[src/rtl/cpu_pkg.sv]
// Shared CPU definitions: fetch FSM states, default reset vector, instruction width.
package cpu_pkg;

  localparam int INST_W = 32;
  localparam logic [INST_W-1:0] RESET_PC_DEFAULT = 32'h0000_0000;

  typedef enum logic [1:0] {
    IDLE    = 2'd0,
    BUSY    = 2'd1,
    DISCARD = 2'd2
  } fetch_state_t;

endpackage

[src/rtl/fetch_fifo.sv]
// Circular fetch buffer holding {instruction, pc+4}; head is read combinationally.
module fetch_fifo #(
  parameter int DEPTH = 2,
  parameter int WIDTH = 64,
  localparam int AW = (DEPTH > 1) ? $clog2(DEPTH) : 1
) (
  input  logic             clk,
  input  logic             reset,
  input  logic             push,
  input  logic             pop,
  input  logic             clear,
  input  logic [WIDTH-1:0] wdata,
  output logic [AW:0]      count,
  output logic [WIDTH-1:0] head
);

  logic [WIDTH-1:0] mem_reg [DEPTH];
  logic [AW-1:0]    wr_ptr_reg;
  logic [AW-1:0]    rd_ptr_reg;
  logic [AW:0]      count_reg;

  always_ff @(posedge clk or posedge reset) begin
    if (reset) begin
      for (int i = 0; i < DEPTH; i++) mem_reg[i] <= '0;
    end else if (push && !clear) begin
      mem_reg[wr_ptr_reg] <= wdata;
    end
  end

  // Pointers wrap naturally because DEPTH is a power of two.
  always_ff @(posedge clk or posedge reset) begin
    if (reset) begin
      wr_ptr_reg <= '0;
      rd_ptr_reg <= '0;
      count_reg  <= '0;
    end else if (clear) begin
      wr_ptr_reg <= '0;
      rd_ptr_reg <= '0;
      count_reg  <= '0;
    end else begin
      if (push) wr_ptr_reg <= wr_ptr_reg + AW'(1);
      if (pop)  rd_ptr_reg <= rd_ptr_reg + AW'(1);
      count_reg <= count_reg + (AW+1)'(push) - (AW+1)'(pop);
    end
  end

  assign count = count_reg;
  assign head  = mem_reg[rd_ptr_reg];

endmodule

[src/rtl/inst_fetch_unit.sv]
// IF-stage fetch engine: PC generation, single-outstanding imem request FSM and fetch FIFO.
module inst_fetch_unit
  import cpu_pkg::*;
#(
  parameter logic [31:0] RESET_PC = RESET_PC_DEFAULT,
  parameter int          DEPTH    = 2
) (
  input  logic              clk,
  input  logic              reset,
  input  logic              stall,
  input  logic              redirect_valid,
  input  logic [31:0]       redirect_pc,
  output logic              imem_req,
  output logic [31:0]       imem_addr,
  input  logic              imem_ack,
  input  logic [INST_W-1:0] imem_rdata,
  output logic [INST_W-1:0] ReadInst,
  output logic [31:0]       IF_PC_Plus_4,
  output logic              if_flush
);

  localparam int AW = (DEPTH > 1) ? $clog2(DEPTH) : 1;

  fetch_state_t state_reg, state_next;
  logic [31:0]  fetch_pc_reg, fetch_pc_next;
  logic [31:0]  req_pc_reg, req_pc_next;

  logic              push, pop, issue;
  logic [AW:0]       fifo_count;
  logic [63:0]       fifo_head;
  logic              fifo_empty;
  int                fill_after;

  assign fifo_empty = (fifo_count == '0);
  assign push       = imem_ack && (state_reg == BUSY) && !redirect_valid;
  assign pop        = !fifo_empty && !stall && !redirect_valid;
  assign fill_after = int'(fifo_count) + int'(push) - int'(pop);

  // Only issue when the returning word is guaranteed a FIFO slot.
  assign issue = !reset && !redirect_valid &&
                 ((state_reg == IDLE) || imem_ack) &&
                 (fill_after + 1 <= DEPTH);

  always_ff @(posedge clk or posedge reset) begin
    if (reset) begin
      state_reg    <= IDLE;
      fetch_pc_reg <= RESET_PC;
      req_pc_reg   <= RESET_PC;
    end else begin
      state_reg    <= state_next;
      fetch_pc_reg <= fetch_pc_next;
      req_pc_reg   <= req_pc_next;
    end
  end

  always_comb begin
    state_next    = state_reg;
    fetch_pc_next = fetch_pc_reg;
    req_pc_next   = req_pc_reg;
    if (redirect_valid) begin
      fetch_pc_next = redirect_pc;
      state_next    = (state_reg != IDLE && !imem_ack) ? DISCARD : IDLE;
    end else if (issue) begin
      req_pc_next   = fetch_pc_reg;
      fetch_pc_next = fetch_pc_reg + 32'd4;
      state_next    = BUSY;
    end else if (imem_ack && state_reg != IDLE) begin
      state_next    = IDLE;
    end
  end

  fetch_fifo #(
    .DEPTH(DEPTH),
    .WIDTH(64)
  ) u_fifo (
    .clk   (clk),
    .reset (reset),
    .push  (push),
    .pop   (pop),
    .clear (redirect_valid),
    .wdata ({imem_rdata, req_pc_reg + 32'd4}),
    .count (fifo_count),
    .head  (fifo_head)
  );

  assign imem_req     = issue;
  assign imem_addr    = fetch_pc_reg;
  assign ReadInst     = fifo_empty ? '0 : fifo_head[63:32];
  assign IF_PC_Plus_4 = fifo_empty ? '0 : fifo_head[31:0];
  assign if_flush     = fifo_empty || stall || redirect_valid;

endmodule

[config.mk]
export PLATFORM = sky130hd
export DESIGN_NAME = inst_fetch_unit
export DESIGN_NICKNAME = d
export VERILOG_FILES = /design/src/rtl/cpu_pkg.sv /design/src/rtl/fetch_fifo.sv /design/src/rtl/inst_fetch_unit.sv
export SDC_FILE = /design/constraint.sdc
export NUM_CORES = 1
export LEC_CHECK = 0
export CORE_UTILIZATION = 48
export DETAILED_ROUTE_END_ITERATION = 16
export GPL_ROUTABILITY_DRIVEN = 1
export PLACE_DENSITY = 0.76
export REMOVE_ABC_BUFFERS = 1
export SYNTH_ARGS = -nofsm -noshare
export SYNTH_HDL_FRONTEND = slang
export SYNTH_SLANG_ARGS = --single-unit
[constraint.sdc]
create_clock -name clk -period 6.1 [get_ports clk]
set_input_delay 0.915 -clock clk [delete_from_list [all_inputs] [get_ports clk]]
set_output_delay 0.915 -clock clk [all_outputs]
set_load 0.02 [all_outputs]
Word-level counts from Yosys, hierarchy flattened
Index checks and enable logic that the tools add are counted.

storage, ports and cells
  flip-flop bits (word level) = 198
  bits of input ports = 69
  output and inout port bits = 98

cells by class
  $add $sub $neg = 9
  order comparisons = 4
  equality and inequality tests = 1
  multiplexer cells = 19
  bitwise gates (word level) = 3
  reduce and logical (&&, ||, !) cells = 27

operator list
  operator                                                        number
  two-way mux 64 bit                                              4
  bitwise mux 128 bit                                             1
  two-way mux 32 bit                                              4
  adder 32 x 3 -> 32 bit, second input constant                   2
  demux 64 bit (select 1 bit)                                     1
  logical AND 1 bit                                               11
  two-way mux 2 bit                                               5
  nonzero test 2 bit                                              4
  adder 4 x 2 -> 5 bit, second input constant                     1
  less-or-equal comparator 5 x 3 -> 1 bit, second input constant  1
  logical NOT 1 bit                                               5
  greater-or-equal comparator 2 bit, second input constant        2
  logical NOT 2 bit                                               2
  two-way mux 1 bit                                               4
  inverter 1 -> 2 bit                                             2
  subtractor 3 x 1 -> 4 bit                                       1
  adder 2 x 1 -> 3 bit                                            1
  logical OR 1 bit                                                3
  nonzero test 3 bit                                              1
  adder 1 bit, second input constant                              2
  adder 2 x 1 -> 2 bit                                            1
  == test 2 x 1 -> 1 bit, second input constant                   1
  < comparator 2 x 1 -> 1 bit, second input constant              1
  AND reduction 2 bit                                             1
  2 further kinds                                                 2

Depth between registers and ports, before layout
Gate-level depths: netlist of run 1.

  depth in word-level cells = 10
  mapped depth = 17
  depth with buffers taken out = 14

By module
Synthesis of run 1 repeated with hierarchy kept, for this count alone.

second synthesis, totals
  cell total of the unflattened synthesis = 809
  area, all modules = 10298.6 um^2

by module, submodules not included
  module           instances  cells an instance  area each (um^2)  sequential area each (um^2)
  fetch_fifo       1          359                6052.1            3303.2
  inst_fetch_unit  1          450                4246.6            1651.6

Worst setup path before layout of run 1
Ideal clock, no wire load.

  kind = input-to-output
  from = input port redirect_valid
  to = output port imem_req
  data arrival time = 4.137 ns
  required time = 5.185 ns
  setup slack = 1.048 ns
  stages on the path = 15
  buffers on the path = 3
  cells stage by stage = buf_2 -> clkbuf_1 -> nor3_1 -> ha_1 -> inv_1 -> ha_1 -> inv_1 -> fa_1 -> inv_1 -> ha_1 -> nor2b_1 -> o311ai_2 -> nand4_4 -> nor2_2 -> buf_2

between the ends
  word-level cells in the longest chain between the ends = 7

RTL lines
  item                                     line                                                                 source
  from (decl)                              inst_fetch_unit.sv:11                                                input logic redirect_valid,
  logical NOT 1 bit *                      inst_fetch_unit.sv:35, inst_fetch_unit.sv:36, inst_fetch_unit.sv:40
  logical AND 1 bit                        inst_fetch_unit.sv:35                                                assign push = imem_ack && (state_reg == BUSY) && !redirect_valid;
  adder 2 x 1 -> 3 bit                     inst_fetch_unit.sv:37                                                assign fill_after = int'(fifo_count) + int'(push) - int'(pop);
  subtractor 3 x 1 -> 4 bit                inst_fetch_unit.sv:37
  adder 4 x 2 -> 5 bit                     inst_fetch_unit.sv:42                                                (fill_after + 1 <= DEPTH);
  less-or-equal comparator 5 x 3 -> 1 bit  inst_fetch_unit.sv:42
  logical AND 1 bit *                      inst_fetch_unit.sv:41                                                ((state_reg == IDLE) || imem_ack) &&
  to (decl)                                inst_fetch_unit.sv:13                                                output logic imem_req,

Mark *: on every way between the ends. The rest lies on a longest branch, timed or not.

Worst setup path in the final report of run 1
Ends and elaborated chain as after synthesis.

==> results of run 1 <==
## critical path: cells and delay by family
kind / cells / cell delay (ns)
adders and majority gates: 4 / 1.26
buffers and inverters: 5 / 1.24
AOI/OAI and AO/OA: 1 / 0.43
and+or+nand+nor: 4 / 0.81
## kinds of logic (layout without fill, tap and decap cells)
family                     after synthesis  count (layout)  share of synthesized area, %
AOI/OAI and AO/OA                      121             121                          7.51
DFF                                    198             198                          51.6
buffers and inverters                   72             223                          2.97
and+or+nand+nor                        401             401                          18.9
muxes                                  134             134                          14.9
xor gates and xnor gates                33              33                          3.01
adders and majority gates                8               8                          1.12
## layout by cell type, fill, tap and decap left out, types with 26 or more instances in the layout
cell,count
sky130_fd_sc_hd__o21ai_0,68
sky130_fd_sc_hd__nand2_1,184
sky130_fd_sc_hd__mux2i_1,65
sky130_fd_sc_hd__nor2_1,105
sky130_fd_sc_hd__clkdlybuf4s50_1,166
sky130_fd_sc_hd__a31oi_1,26
sky130_fd_sc_hd__dfrtp_1,197
sky130_fd_sc_hd__mux2_1,29
sky130_fd_sc_hd__mux2_2,40
## worst max path at each step
| stage | from | end | slack, ns | cells past startpoint |
|---|---|---|---|---|
| after CTS | redirect_valid | imem_req | 0.49 | 14 |
| after floorplan | u_fifo.count[1] | imem_req | -1.04 | 13 |
| after detailed placement | redirect_valid | imem_req | 0.49 | 14 |
| after global placement | redirect_valid | imem_req | 0.60 | 14 |
| final | redirect_valid | imem_req | 0.52 | 14 |
| after global routing | redirect_valid | imem_req | 0.32 | 14 |
## area by class of cell
type	count	share of cell area [%]
clock inverters	12	1.64
well taps	265	2.74
inverters	18	0.619
repair buffers	174	14.2
multi-input cells	697	36.1
clock buffers	19	3.74
flip-flops and latches	198	40.9
## power by group through the flow
stage	sequential, uW	combinational (uW)	clock (uW)
3_5_place_dp	2140	1220	0
6_report	2120	1210	1230
2_1_floorplan	2070	825	0
5_1_grt	2190	1360	1320
3_3_place_gp	2110	1180	0
4_1_cts	2120	1220	1260
## through the flow
stage	setup TNS (ns)	hold slack, ns
floorplan	-63.37	0.445
global placement	0	0.457
detailed placement	0	0.461
CTS	0	0.479
global route	0	0.490
finish	0	0.474
## per-layer routing
metal | track usage (%) | wire length, um
met5 | 0 | 0
met4 | 5.38 | 230
met3 | 5.00 | 1070
met2 | 35.8 | 10300
met1 | 30.3 | 10100
==> summary.md, run 1 <==
The first detailed-routing pass ran for 5 iterations. The worst register-to-register path begins at u_fifo.count[1]. The aggregate global routing overflow was 0.

The actual slew at the worst max-slew pin is 1.12 ns. The internal power of the cells totals 3080 uW. Setup repair after global routing left no endpoint under its margin. The run gives 1470 uW as the switching power summed over all nets. Clock latency on the worst-skew pair, taken at its later pin, is 0.43 ns.

The routed layout has 7462 vias. Synthesis inferred 198 register bits. The share of total power dissipated in the clock network is 27.0%. Entering global routing, the biggest net connects 162 pins. Sequential cells burn 46.5% of the power. The commonest cells after synthesis are 198 x sky130_fd_sc_hd__dfrtp_1, 185 x sky130_fd_sc_hd__nand2_1, 106 x sky130_fd_sc_hd__nor2_1. The run gives 4.66 ns as the critical path data arrival time. The most used flip-flop cell after synthesis is sky130_fd_sc_hd__dfrtp_1. Measured along the x axis, the die boundary spans 143 um. Based on the critical path, the design can be clocked at up to 179 MHz. After synthesis, the netlist uses 46 different library cells. After clock tree synthesis, the repair step resized 0 gates. Dividing the detail-routed via count by the number of cells gives 5.40. The count of placed standard cells in the final layout, fillers left out is 1383, and the count of port buffers added during placement is 166. On the critical path, the stage with the largest delay is an instance of sky130_fd_sc_hd__clkdlybuf4s50_1. The final worst-path cycle share is 91.4%.

The worst-case IR drop observed on VDD is 193 uV. The clock passes through at most 2 buffers. The run gives 0.495 ns as the worst setup timing slack at the placement stage. STA classifies the critical path endpoint as an output port.

The depth of the worst register-to-register path was 14. Synthesis warning total: 0. The remaining routing DRC violations is 0.

After layout, the worst setup slack is 0.522 ns. In the final layout, the multi-input gates occupy 4380 sq um. The worst setup path is of the input pin to output port kind. The final net count came out at 1183.

After detailed routing, the average wire length per cell comes to 15.7 um. The repair_antennas step left the layout with diodes totalling 0. After layout, the minimum clock period comes to 5.58 ns.

Clock tree synthesis inserted a total of 17 buffers. Yosys mapped a number of flops with a built-in enable equal to 0. The count of buffers added by post-CTS timing repair for setup is 0. The total power divided by cell area was 376 nW/um^2.

The routed wire length was 21.7 mm. For the number of hold violations in the final report, the log shows 0. The maximum cell stage delay along the critical path is 0.63 ns, and the static power due to leakage is 0.00508 uW.

Summed over all instances, the cell type with the most area after synthesis is sky130_fd_sc_hd__dfrtp_1. For the starting DRC count in detailed routing, the log shows 372. The flow ran to the end, and the final reports show no timing, DRC or antenna violations. The effective utilization at floorplan was 49.2%; the biggest fanout along the worst timing path was 4. Setup slack on the worst reg-to-reg path comes out at 1.95 ns. The floorplan step defined a die boundary enclosing 20600 sq um. The count of nets left with antenna violations once routing finished came out at 0.

The area growth from synthesis to layout is 26.3%. Counting instances, the worst hold path has a depth of 2. In this run the worst hold path is classified as flop to flop. The clock tree synthesis step divided the H-tree into 4 levels. The tools report the final instance area as 12100 sq um. In the post-synthesis netlist, the biggest area contributors are sky130_fd_sc_hd__dfrtp_1 52%, sky130_fd_sc_hd__nand2_1 7.2%, sky130_fd_sc_hd__mux2i_1 6.8%. Setup violations remaining at the end of the flow were counted as 0. Of all flip-flops after synthesis, the portion carrying an async set or reset was 100%. For the final database, setup skew stands at 0.00936 ns. The worst register-to-register path ends at imem_addr[28]. Of the total power, the share spent switching nets is 32.3%. TritonCTS built the clock tree. The cell total after placement is 1352, and the flip-flop count of the largest register, all copies and words added is 128. Sequential cells were found to cover 51.6% of the synthesized design area.

The sink of the worst hold path was u_fifo.mem_reg[121]. The post-route total power is 4560 uW. The clock transition at the registers of the reported paths works out to 0.07 ns. 167 I/O pins were placed. The layout cell share with drive strength beyond 1 was 8.50%; the count of pins over their slew limit was 0.

Placed standard-cell area: 11500 sq um. The floorplan row count was 51; the area share of the largest cell type after synthesis was 51.6%. The number of antenna violations at the first check in global routing is 0.

The worst hold path begins at u_fifo.mem_reg[121]. The total area inside the core boundary comes to 19500 sq um. Clock tree synthesis found a total of 198 sinks. The cell count after synthesis came out at 967.

The final weighted congestion of routability-driven global placement was 0.879. The first global-routing pass estimated 35.7 mm of wire. Each instance of the synthesized netlist takes up on average 9.93 sq um.

Total area of sequential cells: 4960 sq um. After clock tree synthesis, the flow added hold-fix buffers numbering 0. In the post-synthesis netlist, the cell with the most instances is sky130_fd_sc_hd__dfrtp_1. The tools report the max-capacitance violation count as 0.

Via count of the first global-routing pass: 6947. Measured on the finished design, the core utilization comes to 62.1%. Kind of start point of the critical path: an input pin. The run gives 9600 sq um as the cell area after technology mapping.

For this run, the total global-route usage over all layers was measured as 22.2%. For the worst slew margin relative to its limit, the log shows 24.5%. Traced cell by cell, the critical path runs through clkdlybuf4s50_1 > nor3_1 > ha_1 > inv_1 > ha_1 > inv_1 > fa_1 > inv_1 > ha_1 > nor2b_1 > o311ai_2 > nand4_4 > nor2_2 > clkdlybuf4s50_1. The share of total power dissipated in combinational logic is 26.5%. The root cell of the clock tree was sky130_fd_sc_hd__clkbuf_16.

The number of filler cells placed in the layout was 1676. The HPWL after detailed placement is 14.6 mm, and the height of the die is 143 um. Data on the critical path is required at its endpoint by 5.18 ns.
No activity file was read; power rests on OpenSTA's default activity.
==> run 2, diff against run 1 <==
Settings changed: CORE_MARGIN set to 4.
==> summary.md, run 2 (synthesis gave the netlist of run 1 again) <==
The run finished with clean final reports. The run gives 22.5% as the worst slew margin relative to its limit. The required time of the worst setup path is 5.18 ns. The top-level I/O count was 167. The tree is rooted in a sky130_fd_sc_hd__clkbuf_16.

The post-route total power is 4400 uW, and the aggregate global routing overflow is 0. The initial utilization of the core area, before any placement, comes to 49.0%. In this run the power density over the cells is 366 nW/um^2. The number of instances on the worst hold path is 2, and the cell total after placement is 1352. For the total number of clock tree sinks, the log shows 198.

Final hold analysis gives a worst-case slack of 0.473 ns. TritonCTS created 17 clock buffers. The final weighted congestion of routability-driven global placement came out at 0.871. The path class of the tightest hold or removal check is flop to flop.

The height of the die works out to 149 um. STA puts the critical path data arrival time at 4.66 ns. Number of filler cells placed in the layout: 1669. In this run, post-CTS hold repair placed 0 buffers. The floorplan die area is 22300 sq um. In this run the most critical hold path is launched from u_fifo.mem_reg[103]. The clock transition at the registers of the reported paths came out at 0.07 ns. The clock tree skew after final layout was 0.00649 ns. The sink of the worst hold path was u_fifo.mem_reg[103].

For this run, the total global-route usage over all layers was measured as 20.8%. Gates resized during post-CTS repair numbered 0. For this run, the post-layout net count is 1183.

The register-to-register setup slack was 1.89 ns. The endpoint identified for the worst register-to-register timing path is imem_addr[26]. Dividing the final minimum period by the clock period gives 91.4%. The number of hold violations in the final report came out at 0.

STA classifies the critical path endpoint as an output port. The floorplan has 51 rows. For the count of buffers added by post-CTS timing repair for setup, the log shows 0. During placement, the flow inserted port buffers numbering 166. The number of buffers on the longest clock path is 2. The depth of the worst register-to-register path came out at 14. Biggest fanout along the worst timing path: 4. In this run, the number of DRC markers left after iteration 0 of detailed routing was 386.

The final critical path time including I/O delays and setup works out to 5.58 ns. The run gives 37.6 mm as the first-pass GRT wire length. In the layout the commonest cells are 197 x sky130_fd_sc_hd__dfrtp_1, 184 x sky130_fd_sc_hd__nand2_1, 166 x sky130_fd_sc_hd__clkdlybuf4s50_1. The H-tree generated during clock tree synthesis spans 4 levels. The number of antenna violations at the first check in global routing was 0; the total area of sequential cells was 4960 sq um.

The logs give 156 for the pin count of the biggest net entering global routing and 4380 sq um for the area occupied by multi-input gates. Using the TritonRoute via totals, the vias-per-cell ratio works out to 5.42. The post-route netlist has 8.41% of its cells at a drive strength greater than 1. The logs give 7497 for the via count of the first global-routing pass and 0.42 ns for the clock latency of the later-clocked register in the worst-skew pair. The tools report the via total after detailed routing as 7493. The run gives 0 as the count of pins over their slew limit. STA classifies the critical path startpoint as an input pin. Setup violations remaining at the end of the flow were counted as 0. The region available for standard cell placement spans 19600 sq um.

Number of iterations in the first detailed-routing pass: 5. The HPWL after detailed placement was 15.2 mm. Maximum ir drop on the vdd rail: 185 uV. In this run the worst setup path begins at redirect_valid.

Setup repair after global routing left no endpoint under its margin. Leaving out fill and tap cells, the most frequent cell in the layout is sky130_fd_sc_hd__dfrtp_1. The worst setup path is of the input pin to output port kind. The die is 149 um wide. Number of nets with antenna violations after routing: 0. The worst register-to-register path begins at u_fifo.count[1]. The area growth from synthesis to layout is 25.3%. The tools report the count of placed standard cells in the final layout, fillers left out as 1383. TritonCTS built the clock tree.

Max-cap violations in this run came to 0. In the final routed layout, each cell accounts on average for 16.3 um. For this run, design rule violations remaining after detail routing come to 0. 0 antenna diodes ended up in the layout. For this block, the routed nets add up to 22.6 mm of wire.

For this run, the top clock speed supported by timing is 179 MHz. Summed over all cells, the static leakage comes to 0.00504 uW. The flip-flop count of the largest register, all copies and words added was 128. For the pin with the worst max-slew slack, the measured transition is 1.15 ns.
-- run 2: cell types whose count changed in the layout (fill, tap and decap cells not counted) --
| cell | before | now |
|---|---|---|
| sky130_fd_sc_hd__clkinv_2 | 3 | 6 |
| sky130_fd_sc_hd__clkbuf_1 | 0 | 1 |
| sky130_fd_sc_hd__inv_6 | 2 | 0 |
| sky130_fd_sc_hd__clkbuf_8 | 2 | 4 |
| sky130_fd_sc_hd__bufinv_16 | 5 | 1 |
-- run 2: worst max path at each step --
stage,endpoint,slack [ns],cells after the start
6_report,imem_req,0.52,14
5_1_grt,imem_req,0.36,14
2_1_floorplan,imem_req,-1.04,13
4_1_cts,imem_req,0.50,14
3_5_place_dp,imem_req,0.49,14
3_3_place_gp,imem_req,0.59,14
-- run 2: layout make-up --
cell class                 count  area share, %
sequential                   198           41.2
multi-input combinational    697           36.4
timing repair buffer         174           14.3
clock buffer                  22           4.03
tap                          265           2.76
clock inverter                 9          0.635
inverter                      18          0.624
-- run 2: worst max-delay path: stages --
cell,delay (ns)
sky130_fd_sc_hd__clkdlybuf4s50_1,0.43
sky130_fd_sc_hd__nor3_1,0.34
sky130_fd_sc_hd__ha_1,0.29
sky130_fd_sc_hd__inv_1,0.05
sky130_fd_sc_hd__ha_1,0.16
sky130_fd_sc_hd__inv_1,0.06
sky130_fd_sc_hd__fa_1,0.55
sky130_fd_sc_hd__inv_1,0.06
sky130_fd_sc_hd__ha_1,0.28
sky130_fd_sc_hd__nor2b_1,0.16
sky130_fd_sc_hd__o311ai_2,0.43
sky130_fd_sc_hd__nand4_4,0.15
sky130_fd_sc_hd__nor2_2,0.15
sky130_fd_sc_hd__clkdlybuf4s50_1,0.64
-- run 2: where the power goes --
part / total (uW) / switching (uW) / internal [uW]
Combinational: 1210 / 640 / 573
Sequential: 2120 / 356 / 1760
Clock: 1070 / 467 / 601
-- run 2: metal layers --
layer  global-route usage (%)  part of all wire (%)  vias to the layer above
li1                         -                     -                     3623
met1                     28.7                    46                     3647
met2                     33.6                    47                      199
met3                     3.15                   4.6                       24
met4                     7.69                   1.9                        0
met5                        0                     0                        -
-- run 2: metrics by stage --
stage	worst slack, ns	TNS (ns)	instance area (sq um)	utilization [%]
2_1_floorplan	-1.04	-63.37	9380	-
3_3_place_gp	0.590	0	11500	58.5
3_5_place_dp	0.494	0	11500	58.5
4_1_cts	0.498	0	12000	61.4
5_1_grt	0.355	0	12000	61.4
6_report	0.523	0	12000	61.4
==> run 3, diff against run 2 <==
Settings changed: CORE_MARGIN 4 to unset.
==> results of run 3 <==
No change in the layout: final DEF, timing and power equal those of run 1.
